<file path="src/rtl/search_table_pkg.sv">
// Shared encodings for the search-table requester: upstream command ops,
// table opcodes, FSM states and the command-to-opcode mapping.
package search_table_pkg;

    typedef enum logic [2:0] {
        CMD_LOOKUP = 3'd0,
        CMD_ADD    = 3'd1,
        CMD_DELETE = 3'd2,
        CMD_UPDATE = 3'd3,
        CMD_CLEAR  = 3'd4
    } cmdOpT;

    typedef enum logic [1:0] {
        TBL_ADD    = 2'b00,
        TBL_DELETE = 2'b01,
        TBL_UPDATE = 2'b10,
        TBL_CLEAR  = 2'b11
    } tblOpT;

    typedef enum logic [1:0] {
        ST_IDLE,
        ST_GRANT,
        ST_ISSUE,
        ST_RESP
    } stateT;

    function automatic logic isLegalOp(input logic [2:0] op);
        return (op <= CMD_CLEAR);
    endfunction

    function automatic tblOpT toTblOp(input logic [2:0] op);
        case (op)
            CMD_DELETE: return TBL_DELETE;
            CMD_UPDATE: return TBL_UPDATE;
            CMD_CLEAR:  return TBL_CLEAR;
            default:    return TBL_ADD;
        endcase
    endfunction

endpackage

</file>
<file path="src/rtl/req_window_timer.sv">
// Loadable down-counter used for both the grant-wait timeout and the
// request window. expired is high while the count sits at zero.
module req_window_timer #(
    parameter int MAX_COUNT = 64,
    localparam int W = $clog2(MAX_COUNT + 1)
) (
    input  logic         clk,
    input  logic         reset,
    input  logic         load,
    input  logic [W-1:0] loadVal,
    output logic         expired
);

    logic [W-1:0] count;

    // load takes priority; otherwise count down and hold at zero
    always_ff @(posedge clk or negedge reset) begin
        if (!reset) begin
            count <= '0;
        end else if (load) begin
            count <= loadVal;
        end else if (count != '0) begin
            count <= count - W'(1);
        end
    end

    assign expired = (count == '0);

endmodule

</file>
<file path="src/rtl/search_table_requester.sv">
// Requester that serialises upstream commands onto the search-table
// lookup/maintenance pins and returns a response per command.
// Optional macro SEARCH_TABLE_REQ_STATS_EN adds saturating response counters.
//
// state    | meaning
// ---------+-----------------------------------------------------------
// ST_IDLE  | cmd_ready high, waiting for a command
// ST_GRANT | waiting for rdy/opRdy, bounded by GRANT_TIMEOUT
// ST_ISSUE | req or opReq driven for the window (plus one opErr tail cycle)
// ST_RESP  | response held until rsp_ready
module search_table_requester
    import search_table_pkg::*;
#(
    parameter int KEY_W         = 48,
    parameter int DATA_W        = 16,
    parameter int LOOKUP_CYCLES = 4,
    parameter int OP_CYCLES     = 4,
    parameter int GRANT_TIMEOUT = 64
) (
    input  logic              clk,
    input  logic              reset,
    input  logic              cmd_valid,
    output logic              cmd_ready,
    input  logic [2:0]        cmd_op,
    input  logic [KEY_W-1:0]  cmd_key,
    input  logic [DATA_W-1:0] cmd_data,
    output logic              req,
    output logic [KEY_W-1:0]  search,
    output logic              opReq,
    output logic [1:0]        opCode,
    output logic [KEY_W-1:0]  opSearch,
    output logic [DATA_W-1:0] opResult,
    input  logic              rdy,
    input  logic              opRdy,
    input  logic              found,
    input  logic              done,
    input  logic [DATA_W-1:0] result,
    input  logic              opErr,
    output logic              rsp_valid,
    input  logic              rsp_ready,
    output logic              rsp_found,
    output logic              rsp_err,
    output logic              rsp_timeout,
    output logic [DATA_W-1:0] rsp_data
`ifdef SEARCH_TABLE_REQ_STATS_EN
    ,
    output logic [15:0]       stat_lookups,
    output logic [15:0]       stat_hits,
    output logic [15:0]       stat_errors
`endif
);

    localparam int TW = $clog2(GRANT_TIMEOUT + 1);

    stateT             state, stateNext;
    logic              armed;
    logic [2:0]        opQ;
    logic [KEY_W-1:0]  keyQ;
    logic [DATA_W-1:0] dataQ;
    logic              opTail, opErrAcc;
    logic              rspFoundQ, rspErrQ, rspTimeoutQ;
    logic [DATA_W-1:0] rspDataQ;
    logic              tmrLoad, tmrExpired;
    logic [TW-1:0]     tmrLoadVal;
    logic              accept, isLookup, granted;

    assign accept   = cmd_valid && cmd_ready;
    assign isLookup = (opQ == CMD_LOOKUP);
    assign granted  = isLookup ? rdy : opRdy;

    req_window_timer #(.MAX_COUNT(GRANT_TIMEOUT)) uTimer (
        .clk     (clk),
        .reset   (reset),
        .load    (tmrLoad),
        .loadVal (tmrLoadVal),
        .expired (tmrExpired)
    );

    // state register
    always_ff @(posedge clk or negedge reset) begin
        if (!reset) state <= ST_IDLE;
        else        state <= stateNext;
    end

    // next-state and timer reload; the timer counts the cycles left in GRANT or ISSUE
    always_comb begin
        stateNext  = state;
        tmrLoad    = 1'b0;
        tmrLoadVal = '0;
        case (state)
            ST_IDLE: begin
                if (accept) begin
                    if (isLegalOp(cmd_op)) begin
                        stateNext  = ST_GRANT;
                        tmrLoad    = 1'b1;
                        tmrLoadVal = TW'(GRANT_TIMEOUT - 1);
                    end else begin
                        stateNext = ST_RESP;
                    end
                end
            end
            ST_GRANT: begin
                if (granted) begin
                    stateNext  = ST_ISSUE;
                    tmrLoad    = 1'b1;
                    tmrLoadVal = isLookup ? TW'(LOOKUP_CYCLES - 1) : TW'(OP_CYCLES - 1);
                end else if (tmrExpired) begin
                    stateNext = ST_RESP;
                end
            end
            ST_ISSUE: begin
                if (isLookup) begin
                    if (done || tmrExpired) stateNext = ST_RESP;
                end else if (opTail) begin
                    stateNext = ST_RESP;
                end
            end
            ST_RESP: begin
                if (rsp_ready) stateNext = ST_IDLE;
            end
            default: stateNext = ST_IDLE;
        endcase
    end

    // outputs decoded from state; table pins are zero whenever no request is active
    always_comb begin
        cmd_ready   = (state == ST_IDLE) && armed;
        req         = (state == ST_ISSUE) && isLookup;
        opReq       = (state == ST_ISSUE) && !isLookup && !opTail;
        search      = req ? keyQ : '0;
        opCode      = opReq ? toTblOp(opQ) : TBL_ADD;
        opSearch    = (opReq && opQ != CMD_CLEAR) ? keyQ : '0;
        opResult    = (opReq && opQ != CMD_CLEAR) ? dataQ : '0;
        rsp_valid   = (state == ST_RESP);
        rsp_found   = rsp_valid && rspFoundQ;
        rsp_err     = rsp_valid && rspErrQ;
        rsp_timeout = rsp_valid && rspTimeoutQ;
        rsp_data    = rsp_valid ? rspDataQ : '0;
    end

    // command capture and response accumulation; table inputs only sampled in ISSUE
    always_ff @(posedge clk or negedge reset) begin
        if (!reset) begin
            armed       <= 1'b0;
            opQ         <= '0;
            keyQ        <= '0;
            dataQ       <= '0;
            opTail      <= 1'b0;
            opErrAcc    <= 1'b0;
            rspFoundQ   <= 1'b0;
            rspErrQ     <= 1'b0;
            rspTimeoutQ <= 1'b0;
            rspDataQ    <= '0;
        end else begin
            armed <= 1'b1;
            if (accept) begin
                opQ         <= cmd_op;
                keyQ        <= cmd_key;
                dataQ       <= cmd_data;
                opTail      <= 1'b0;
                opErrAcc    <= 1'b0;
                rspFoundQ   <= 1'b0;
                rspDataQ    <= '0;
                rspTimeoutQ <= 1'b0;
                rspErrQ     <= !isLegalOp(cmd_op);
            end
            if (state == ST_GRANT && !granted && tmrExpired) begin
                rspErrQ     <= 1'b1;
                rspTimeoutQ <= 1'b1;
            end
            if (state == ST_ISSUE) begin
                if (isLookup) begin
                    if (done) begin
                        rspFoundQ <= found;
                        rspDataQ  <= found ? result : '0;
                    end
                end else begin
                    opErrAcc <= opErrAcc | opErr;
                    if (tmrExpired) opTail <= 1'b1;
                    if (opTail)     rspErrQ <= opErrAcc | opErr;
                end
            end
        end
    end

`ifdef SEARCH_TABLE_REQ_STATS_EN
    // saturating counters bumped on each consumed response
    always_ff @(posedge clk or negedge reset) begin
        if (!reset) begin
            stat_lookups <= '0;
            stat_hits    <= '0;
            stat_errors  <= '0;
        end else if (rsp_valid && rsp_ready) begin
            if (isLookup && !rspErrQ && stat_lookups != '1) stat_lookups <= stat_lookups + 16'd1;
            if (rsp_found && stat_hits != '1)               stat_hits    <= stat_hits + 16'd1;
            if (rsp_err && stat_errors != '1)               stat_errors  <= stat_errors + 16'd1;
        end
    end
`endif

    // the table must never see both request types at once
    assert property (@(posedge clk) disable iff (!reset) !(req && opReq));

endmodule

</file>
<file path="config.mk">
export PLATFORM = sky130hd
export DESIGN_NAME = search_table_requester
export DESIGN_NICKNAME = d
export VERILOG_FILES = /design/src/rtl/search_table_pkg.sv /design/src/rtl/req_window_timer.sv /design/src/rtl/search_table_requester.sv
export SDC_FILE = /design/constraint.sdc
export NUM_CORES = 1
export LEC_CHECK = 0
export BUFFER_PORTS_ARGS = -buffer_cell sky130_fd_sc_hd__buf_2
export CAP_MARGIN = 10
export CORE_ASPECT_RATIO = 1.5
export CORE_MARGIN = 2
export CORE_UTILIZATION = 51
export DETAILED_ROUTE_END_ITERATION = 6
export GPL_ROUTABILITY_DRIVEN = 0
export HOLD_SLACK_MARGIN = 0.12
export PLACE_DENSITY = 0.84
export SETUP_SLACK_MARGIN = 0.5
export SYNTH_ARGS = -nofsm -noshare
export SYNTH_HDL_FRONTEND = slang
export SYNTH_HIERARCHICAL = 1
export SYNTH_SLANG_ARGS = --single-unit
</file>
<file path="constraint.sdc">
create_clock -name clk -period 3.31 [get_ports clk]
set_input_delay 0.331 -clock clk [delete_from_list [all_inputs] [get_ports clk]]
set_output_delay 0.331 -clock clk [all_outputs]
set_load 0.05 [all_outputs]
</file>
==> results.toml, run 1 <==
[floorplan]
die-height_um = 125
initial_utilization = 0.518
core_area_mm2 = 0.00958
design.die.area_mm2 = 0.0106
io_pins = 229
rows = 44
die_w_um = 84.5

[outcome]
status = "finished clean"

[routing]
drc = 0
avgRoutedWirePerCell_um = 14.5
via_per_inst = 5.12
finalWirelength_um = 13100
num_vias = 4627
drt_iter0_markers = 160
ant_nets = 0
drt_first_pass_iters = 4

[grt]
grt_pass1_wl_um = 21600
grt_usage = 0.252
grt_max_degree = 72
gr-total-overflow = 0
antenna_found_initial = 1
grt_pass1_vias = 4597

[timing]
slew-limit-headroom = 0.422
fmax_ghz = 0.380
fin_crit_sh = 0.795
final_max_slew_viol_count = 0
hold_ws_ns = 0.117
setup_viol = 0
setup_tns_ns = 0
rsz0062_at_grt = "false"
hold_violations = 0
fin_crit_ns = 2.63
worst_slew_pin_slew_ns = 0.867
finalClockSkew_ns = 0.00423

[setup_path]
worstPathMaxFanout = 49
cp-start-kind = "flip-flop"
timing.rr.start = "state[1]"
cp-end-kind = "primary output"
critical_path_class = "flip-flop to primary output"
reg2reg_slack_ns = 1.08
crit_start = "state[0]"
worstPathArrival_ns = 2.30
worstPathRequired_ns = 2.98

[job]
drv_cap = 0

[cts]
postCtsHoldBufs = 0
path_clk_slew_ns = 0.06
cts_tree = "yes"
clockBufferDepth = 2
root_buffer = "clkbuf_16"
clkLatencyLatePin_ns = 0.33
cts_buffers = 9
h-tree-depth = 3
cts.sinks = 98

[place]
dp.cells = 887
port_buffers = 228
place_hpwl_um = 9600

[logic_synthesis]
synth_edf_count = 0
synth_nets = 672
yosysWarnings = 6
synthCells = 574
syn_area_mm2 = 0.00496
yosysUniqueCellTypes = 43
syn_area_per_cell_um2 = 8.65
ys_ff_latch = 98
seq_area_frac_synth = 0.494
ys_async_sr_fraction = 1.00
ys.flop_type = "dfrtp_1"

[pwr]
power_frac_seq = 0.356
ir_worst_vdd_mv = 0.619
p_per_area_mw_per_mm2 = 938
pwr-share-comb = 0.477
p_int_uw = 3200
p_leak_uw = 0.00380
switchingPower_uw = 2860
pwr-share-clk = 0.167
switching_share = 0.472

[layout]
final_cell_mix = "227 x buf_2, 211 x nand2_1, 132 x and2_1"
filler_cell_count = 796
syn_to_final_growth_pct = 30.1
fin_nets = 881
stdcell_count = 904
drive_gt1_frac = 0.327
layout_commonest_cell = "buf_2"

[min_path]
hp-class = "input pin to async pin"
[synth_stat cells (2+ instances only)]
cell / count / share of area
a21o_1: 3 / 0.0045
a21oi_1: 6 / 0.0061
a22o_1: 17 / 0.030
a31oi_1: 4 / 0.0050
a41oi_1: 2 / 0.0035
and2_1: 132 / 0.17
and3_1: 2 / 0.0025
buf_1: 2 / 0.0015
buf_2: 3 / 0.0030
clkbuf_1: 29 / 0.022
conb_1: 2 / 0.0015
dfrtp_1: 98 / 0.49
ha_1: 6 / 0.015
inv_1: 7 / 0.0053
mux2i_1: 2 / 0.0040
nand2_1: 211 / 0.16
nand3_1: 3 / 0.0030
nor2_1: 6 / 0.0045
nor2b_1: 5 / 0.0063
nor3_1: 3 / 0.0030
o21ai_1: 2 / 0.0020
o31ai_1: 5 / 0.0076
or4_4: 2 / 0.0045
xnor2_1: 3 / 0.0053
[state kept, by name, indices dropped and copies added, names as in the netlist, 2 cells and up]
signal,count
uTimer/count,7
rspDataQ,16
opQ,3
keyQ,48
state,2
dataQ,16
[area by class of cell]
| cell class | count | area, um^2 | share of cell area |
|---|---|---|---|
| diodes | 1 | 2.50 | 0.000388 |
| clock buffers | 12 | 236 | 0.0366 |
| clock inverters | 4 | 51.3 | 0.00794 |
| inverters | 7 | 26.3 | 0.00407 |
| multi-input cells | 433 | 2340 | 0.362 |
| flip-flops and latches | 98 | 2450 | 0.380 |
| well taps | 115 | 144 | 0.0223 |
| repair buffers | 234 | 1200 | 0.187 |
[cell families (layout without fill, tap and decap cells)]
logic type,after synthesis,after routing,synth area share
AO/OA/AOI/OAI,47,47,0.0744
multiplexers,2,2,0.00403
other,2,3,0.00151
buffers and inverters,43,257,0.0371
adder cells (fa/ha/maj),6,6,0.0151
XOR/XNOR,3,3,0.00530
AND/OR/NAND/NOR,373,373,0.368
flip-flops,98,98,0.494
[critical path, stage by stage, from the launching register on]
cell,delay (ns)
dfrtp_1,0.44
inv_1,0.11
ha_1,0.25
nor4b_4,0.36
buf_6,0.31
and2_1,0.21
buf_2,0.27
[layer usage]
metal,up-vias,GRT usage,wire length (um)
li1,2223,-,-
met1,2178,0.307,5280
met2,195,0.430,6580
met3,31,0.0590,934
met4,0,0.0952,330
met5,-,0,0
[final timing paths]
path	endpoint	cells past startpoint
hold / removal	dataQ[0]	1
max in group asynchronous	rspDataQ[0]	2
setup / recovery	search[22]	6
hold reg to reg	dataQ[4]	2
min in group clk	keyQ[6]	3
setup reg to reg	dataQ[15]	6
[through the flow]
stage | worst slack [ns] | utilization | power (uW) | cell area (um^2)
2_1_floorplan | 0.820 | - | 4310 | 4960
3_3_place_gp | 0.968 | 0.642 | 4910 | 6150
3_5_place_dp | 0.859 | 0.642 | 5050 | 6150
4_1_cts | 0.573 | 0.673 | 6080 | 6440
5_1_grt | 0.523 | 0.674 | 6440 | 6450
6_report | 0.680 | 0.674 | 6050 | 6460
[power by group through the flow]
stage | sequential, uW | combinational (uW) | clock [uW]
finish | 2160 | 2890 | 1010
floorplan | 1980 | 2330 | 0
global placement | 2140 | 2780 | 0
detailed placement | 2160 | 2890 | 0
CTS | 2150 | 2890 | 1030
global route | 2230 | 3130 | 1080
[repair_timing]
action,in CTS,in global routing
resized for setup,1,4
pin swaps,0,0
buffers inserted,0,0
endpoints found under the setup margin,2,103
No activity file was read; power rests on OpenSTA's default activity.
==> run 2, diff against run 1 <==
Settings changed: CORE_UTILIZATION 51 to 47, PLACE_DENSITY 0.84 to 0.78.
Clock period 3.31 ns to 2.55 ns, I/O delays scaled along.
==> run 2 against run 1 <==
Against the previous run:
- global-route usage rose by 2.2 points
- hold slack improved by 0.0064 ns
- die area rose by 8.2%
- power rose by 74%
- non-clock buffer count rose by 80
- register-to-register slack got worse by 0.59 ns
- cell count rose by 12%
- clock skew rose by 0.0047 ns
- critical path depth rose by 2
- sequential cell count did not move
- routed wire length rose by 79%
- core utilization rose by 19 points
- highest routed layer unchanged
==> results.toml, run 2 (same netlist as run 1, synthesis figures left out) <==
[outcome]
status = "finished clean"

[timing]
hold_violations = 0
fin_crit_ns = 2.31
fin_crit_sh = 0.906
rsz0062_at_grt = "true"
finalClockSkew_ns = 0.00893
final_max_slew_viol_count = 0
setup_tns_ns = 0
fmax_ghz = 0.433
worst_slew_pin_slew_ns = 0.779
slew-limit-headroom = 0.480
setup_viol = 0

[job]
drv_cap = 0

[setup_path]
worstPathMaxFanout = 7
cpPeakStageDelay_ns = 0.40
cp-end-kind = "primary output"
crit_buf_inv = 4
worstPathRequired_ns = 2.30
cp-start-kind = "flip-flop"
slowest_stage = "dfrtp_1"
critical_path_class = "flip-flop to primary output"
worstPathArrival_ns = 2.05
crit_family = "simple AND/OR/NAND/NOR gates"
cp_cell_sequence = "inv_2, ha_4, nor2b_4, nor2b_4, buf_12, buf_8, and2_2, buf_8"

[cts]
cts_buffers = 9
cts.sinks = 98
clkLatencyLatePin_ns = 0.34
h-tree-depth = 3
path_clk_slew_ns = 0.07
root_buffer = "clkbuf_16"
cts_tree = "yes"
clockBufferDepth = 2

[place]
place_hpwl_um = 9490
port_buffers = 228

[pwr]
p_per_area_mw_per_mm2 = 1180
ir_worst_vdd_mv = 0.638
p_leak_uw = 0.00460
finalPower_uw = 10500

[floorplan]
die-height_um = 130
design.die.area_mm2 = 0.0114
initial_utilization = 0.476
io_pins = 229
core_area_mm2 = 0.0104
rows = 46
die_w_um = 87.9

[layout]
fin_nets = 961
antenna_cells = 0
largest_register_ffs = 48
syn_to_final_growth_pct = 80.4
top_regs = "keyQ: 48 flops, dataQ: 16 flops, rspDataQ: 16 flops"
drive_gt1_frac = 0.468
regMostFlops = "keyQ"
layout_commonest_cell = "nand2_1"
final_cell_mix = "211 x nand2_1, 114 x buf_2, 104 x buf_8"

[routing]
num_vias = 5904
drc = 0
ant_nets = 0
via_per_inst = 5.83
drt_iter0_markers = 605
drt_first_pass_iters = 7
avgRoutedWirePerCell_um = 23.2
finalWirelength_um = 23500

[min_path]
hp-class = "input pin to flip-flop"

[grt]
gr-total-overflow = 0
grt_max_degree = 71
grt_pass1_wl_um = 24700
antenna_found_initial = 0
grt_pass1_vias = 5172
grt_usage = 0.275
## run 2: cell count changes in the layout (fill, tap and decap cells not counted), moves of 3 or more
| cell | change |
|---|---|
| clkbuf_1 | -3 |
| buf_6 | +13 |
| dlygate4sd3_1 | +52 |
| clkbuf_16 | +8 |
| and2_2 | +8 |
| buf_12 | +7 |
| and2_4 | +101 |
| buf_2 | -113 |
| buf_4 | +7 |
| and2_1 | -109 |
| buf_8 | +104 |
## run 2: worst paths after layout
check | start | endpoint | slack [ns] | cells past startpoint
min reg2reg | dataQ[9] | dataQ[9] | 0.48 | 2
min in group asynchronous | reset | dataQ[11] | 0.51 | 2
max reg2reg | opQ[2] | uTimer/count[1] | 0.49 | 5
max | state[0] | opSearch[45] | 0.24 | 8
min | result[8] | rspDataQ[8] | 0.12 | 2
max in group asynchronous | reset | uTimer/count[0] | 1.35 | 3
## run 2: layout make-up
cell class                      instances  area (um^2)
Inverter                                7         26.3
Multi-Input combinational cell        433         2640
Fill cell                             418         1460
Clock inverter                          5         85.1
Timing Repair Buffer                  314         3320
Sequential cell                        98         2450
Tap cell                              144          180
Clock buffer                           11          253
## run 2: worst reg2reg max path, stage by stage, from the launching register on
cell     delay, ns
dfrtp_1       0.50
or4b_2        0.77
nand2_1       0.11
a21o_4        0.22
a31oi_1       0.10
a22o_1        0.26
## run 2: where the power goes
part | leakage [uW] | internal, uW | switching, uW
clock network | 0.000162 | 920 | 633
logic | 0.00320 | 2520 | 3490
registers | 0.00124 | 2230 | 727
## run 2: per-stage QoR
step,util,instance area [um^2],hold WS (ns),instances,worst slack [ns]
finish,0.859,8950,0.124,1012,0.241
global route,0.859,8950,0.131,1012,0.205
CTS,0.748,7790,0.121,993,0.309
detailed placement,0.610,6360,0.344,917,0.311
global placement,0.610,6360,0.331,917,0.444
floorplan,-,5070,-0.0406,574,0.399
## run 2: per-layer routing
metal / GRT usage / vias up / routed length [um] / share of wire
met5: 0 / - / 0 / 0
met4: 0.143 / 0 / 2040 / 0.087
met3: 0.0601 / 187 / 2450 / 0.10
met2: 0.455 / 578 / 11500 / 0.49
met1: 0.333 / 2756 / 7470 / 0.32
li1: - / 2383 / - / -
## run 2: timing repair
item	in CTS	in global routing
gates cloned	2	12
resized for setup	150	326
endpoints found under the setup margin	156	161
hold endpoints to repair	103	0
hold buffers	52	0
pin swaps	0	23
setup buffers	6	7
==> run 3, diff against run 2 <==
Settings changed: ABC_AREA from default to 1, CORE_UTILIZATION 47 to 48, HOLD_SLACK_MARGIN 0.12 to 0.05, PLACE_DENSITY 0.78 to 0.79.
==> run 3 against run 2 <==
Against the previous run:
- routed wire length is 21% lower
- cell area is 5.4% lower
- cell count increased by 3.8%
- register-to-register slack better by 0.11 ns
- count of clock-buffer cells in the layout grew 1
- sequential cell count unchanged
- combinational power up 7.3%
- first-iteration DRC count decreased by 48%
- synthesized cell count is 14% higher
- area after synthesis rose by 3.2%
- via count fell by 8.9%
- die area increased by 1.0%
- critical path type unchanged
- largest cell class is now multi-input combinational cells
==> results.toml, run 3 <==
[timing]
setup_tns_ns = 0
slew-limit-headroom = 0.622
worst_slew_pin_slew_ns = 0.568
setup_viol = 0
finalClockSkew_ns = 0.00546
hold_violations = 0
fin_crit_ns = 2.14
rsz0062_at_grt = "true"
final_max_slew_viol_count = 0
fmax_ghz = 0.467
fin_crit_sh = 0.841

[layout]
largest_register_ffs = 48
fin_nets = 1000
regMostFlops = "keyQ"
final_cell_mix = "134 x inv_1, 126 x nand2_1, 113 x buf_2"
stdcell_area_mm2 = 0.00847
drive_gt1_frac = 0.447
syn_to_final_growth_pct = 65.4
top_regs = "keyQ: 48 flops, dataQ: 16 flops, rspDataQ: 16 flops"
antenna_cells = 0
layout_commonest_cell = "inv_1"

[logic_synthesis]
synthCells = 656
ys_ff_latch = 98
ys_async_sr_fraction = 1.00
synth_edf_count = 0
yosysUniqueCellTypes = 32
synth.top_cell.area_share = 0.479
synth_most_common_cell = "inv_1"
yosysWarnings = 6
ys.flop_type = "dfrtp_1"
syn_area_per_cell_um2 = 7.81
seq_area_frac_synth = 0.479
syn_area_mm2 = 0.00512
synth.area.top_cells = "dfrtp_1 48%, inv_1 10%, nand2_1 9.4%, nor2_1 8.0%, o21ai_0 7.2%"
synth_top_cell_by_area = "dfrtp_1"
synth_top_cells_by_count = "136 x inv_1, 128 x nand2_1, 109 x nor2_1"
synth_nets = 754

[floorplan]
rows = 46
core_area_mm2 = 0.0105
die_w_um = 88.3
design.die.area_mm2 = 0.0115
die-height_um = 131
io_pins = 229
initial_utilization = 0.489

[routing]
drc = 0
num_vias = 5377
avgRoutedWirePerCell_um = 17.8
drt_iter0_markers = 315
drt_first_pass_iters = 5
via_per_inst = 5.12
finalWirelength_um = 18600
ant_nets = 0

[setup_path]
worstPathArrival_ns = 1.89
r2r_cells = 12
crit_path_end = "opSearch[31]"
worstPathMaxFanout = 23
cp-end-kind = "primary output"
cp-start-kind = "flip-flop"
r2r_end = "rspErrQ"
reg2reg_slack_ns = 0.60
critical_path_class = "flip-flop to primary output"
worstPathRequired_ns = 2.30
timing.rr.start = "state[0]"
crit_start = "state[0]"

[outcome]
status = "finished clean"

[grt]
grt_usage = 0.274
grt_max_degree = 90
grt_pass1_wl_um = 24000
grt_pass1_vias = 4912
antenna_found_initial = 0
gr-total-overflow = 0

[place]
placed_area_mm2 = 0.00656
place_hpwl_um = 9280
port_buffers = 228

[job]
drv_cap = 0

[cts]
clockBufferDepth = 2
cts_tree = "yes"
h-tree-depth = 3
path_clk_slew_ns = 0.06
cts.sinks = 98
cts_buffers = 9
clkLatencyLatePin_ns = 0.34
root_buffer = "clkbuf_16"

[min_path]
hp-class = "input pin to flip-flop"

[pwr]
pwr-share-clk = 0.135
pwr-share-comb = 0.617
p_leak_uw = 0.00428
p_per_area_mw_per_mm2 = 1230
p_int_uw = 5250
ir_worst_vdd_mv = 0.820
power_frac_seq = 0.248
switchingPower_uw = 5200
switching_share = 0.497
## run 3: cell types whose count changed after synthesis, moves of 7 or more
| cell | previous run | this run |
|---|---|---|
| inv_1 | 7 | 136 |
| clkbuf_1 | 29 | 6 |
| nor2_1 | 6 | 109 |
| buf_4 | 0 | 7 |
| a22o_1 | 17 | 0 |
| o21ai_0 | 0 | 74 |
| buf_6 | 1 | 8 |
| and2_1 | 132 | 0 |
| nand2_1 | 211 | 128 |
| o22ai_1 | 0 | 7 |
| nor2_2 | 0 | 10 |
| o22ai_2 | 0 | 10 |
## run 3: metrics by stage
step,hold slack [ns],utilization,setup WS (ns),instances,power (uW)
6_report,0.126,0.809,0.407,1050,10400
5_1_grt,0.136,0.809,0.306,1050,11000
4_1_cts,0.117,0.743,0.495,1039,9600
3_5_place_dp,0.285,0.627,0.269,1005,7100
3_3_place_gp,0.286,0.627,0.315,1005,7000
2_1_floorplan,-0.0406,-,0.268,656,6230
## run 3: critical path: stages (launching register included)
cell,delay [ns]
dfrtp_1,0.39
inv_2,0.09
ha_4,0.15
nand2_4,0.07
inv_4,0.08
nand2_8,0.07
clkinv_8,0.09
nand2_8,0.16
nor2_1,0.24
buf_6,0.20
## run 3: timing repair
item,4_1_cts,5_1_grt
pin swaps,4,5
buffers inserted,11,7
hold endpoints to repair,44,0
cloned,7,4
resized for setup,219,144
setup endpoints to repair,129,131
hold buffers,1,0
## run 3: worst min-delay path by stage
stage | start | to | slack [ns] | cells past startpoint
3_5_place_dp | reset | armed | 0.28 | 1
3_3_place_gp | reset | armed | 0.29 | 1
2_1_floorplan | reset | armed | -0.04 | 0
4_1_cts | cmd_key[9] | keyQ[9] | 0.12 | 3
6_report | cmd_key[9] | keyQ[9] | 0.13 | 3
5_1_grt | cmd_key[17] | keyQ[17] | 0.14 | 3
## run 3: cell families (layout without fill, tap and decap cells)
group                    after synthesis  in the layout  synth area share
flip-flops                            98             98             0.479
XOR/XNOR                               3              3           0.00513
AO/OA/AOI/OAI                        102            102             0.119
adder cells (fa/ha/maj)                6              6            0.0147
buffers and inverters                171            417             0.147
AND/OR/NAND/NOR                      274            278             0.234
other                                  2              2           0.00147
## run 3: power by group through the flow
| stage | clock network (uW) | registers, uW | logic [uW] |
|---|---|---|---|
| 2_1_floorplan | 0 | 2520 | 3710 |
| 3_3_place_gp | 0 | 2550 | 4450 |
| 3_5_place_dp | 0 | 2590 | 4510 |
| 4_1_cts | 1420 | 2560 | 5620 |
| 5_1_grt | 1500 | 2660 | 6820 |
| 6_report | 1410 | 2590 | 6450 |
## run 3: layout make-up
class                      count  area, um^2
multi-input combinational    391        2560
sequential                    98        2450
clock inverter                 3        65.1
inverter                     140         558
clock buffer                  12         236
tap                          144         180
fill                         631        2000
timing repair buffer         262        2420
## run 3: metal layers
layer	GRT usage	wire, um	vias up
met5	0	0	-
met4	0.135	912	0
met3	0.0452	1210	79
met2	0.492	10200	285
met1	0.311	6300	2559
li1	-	-	2454
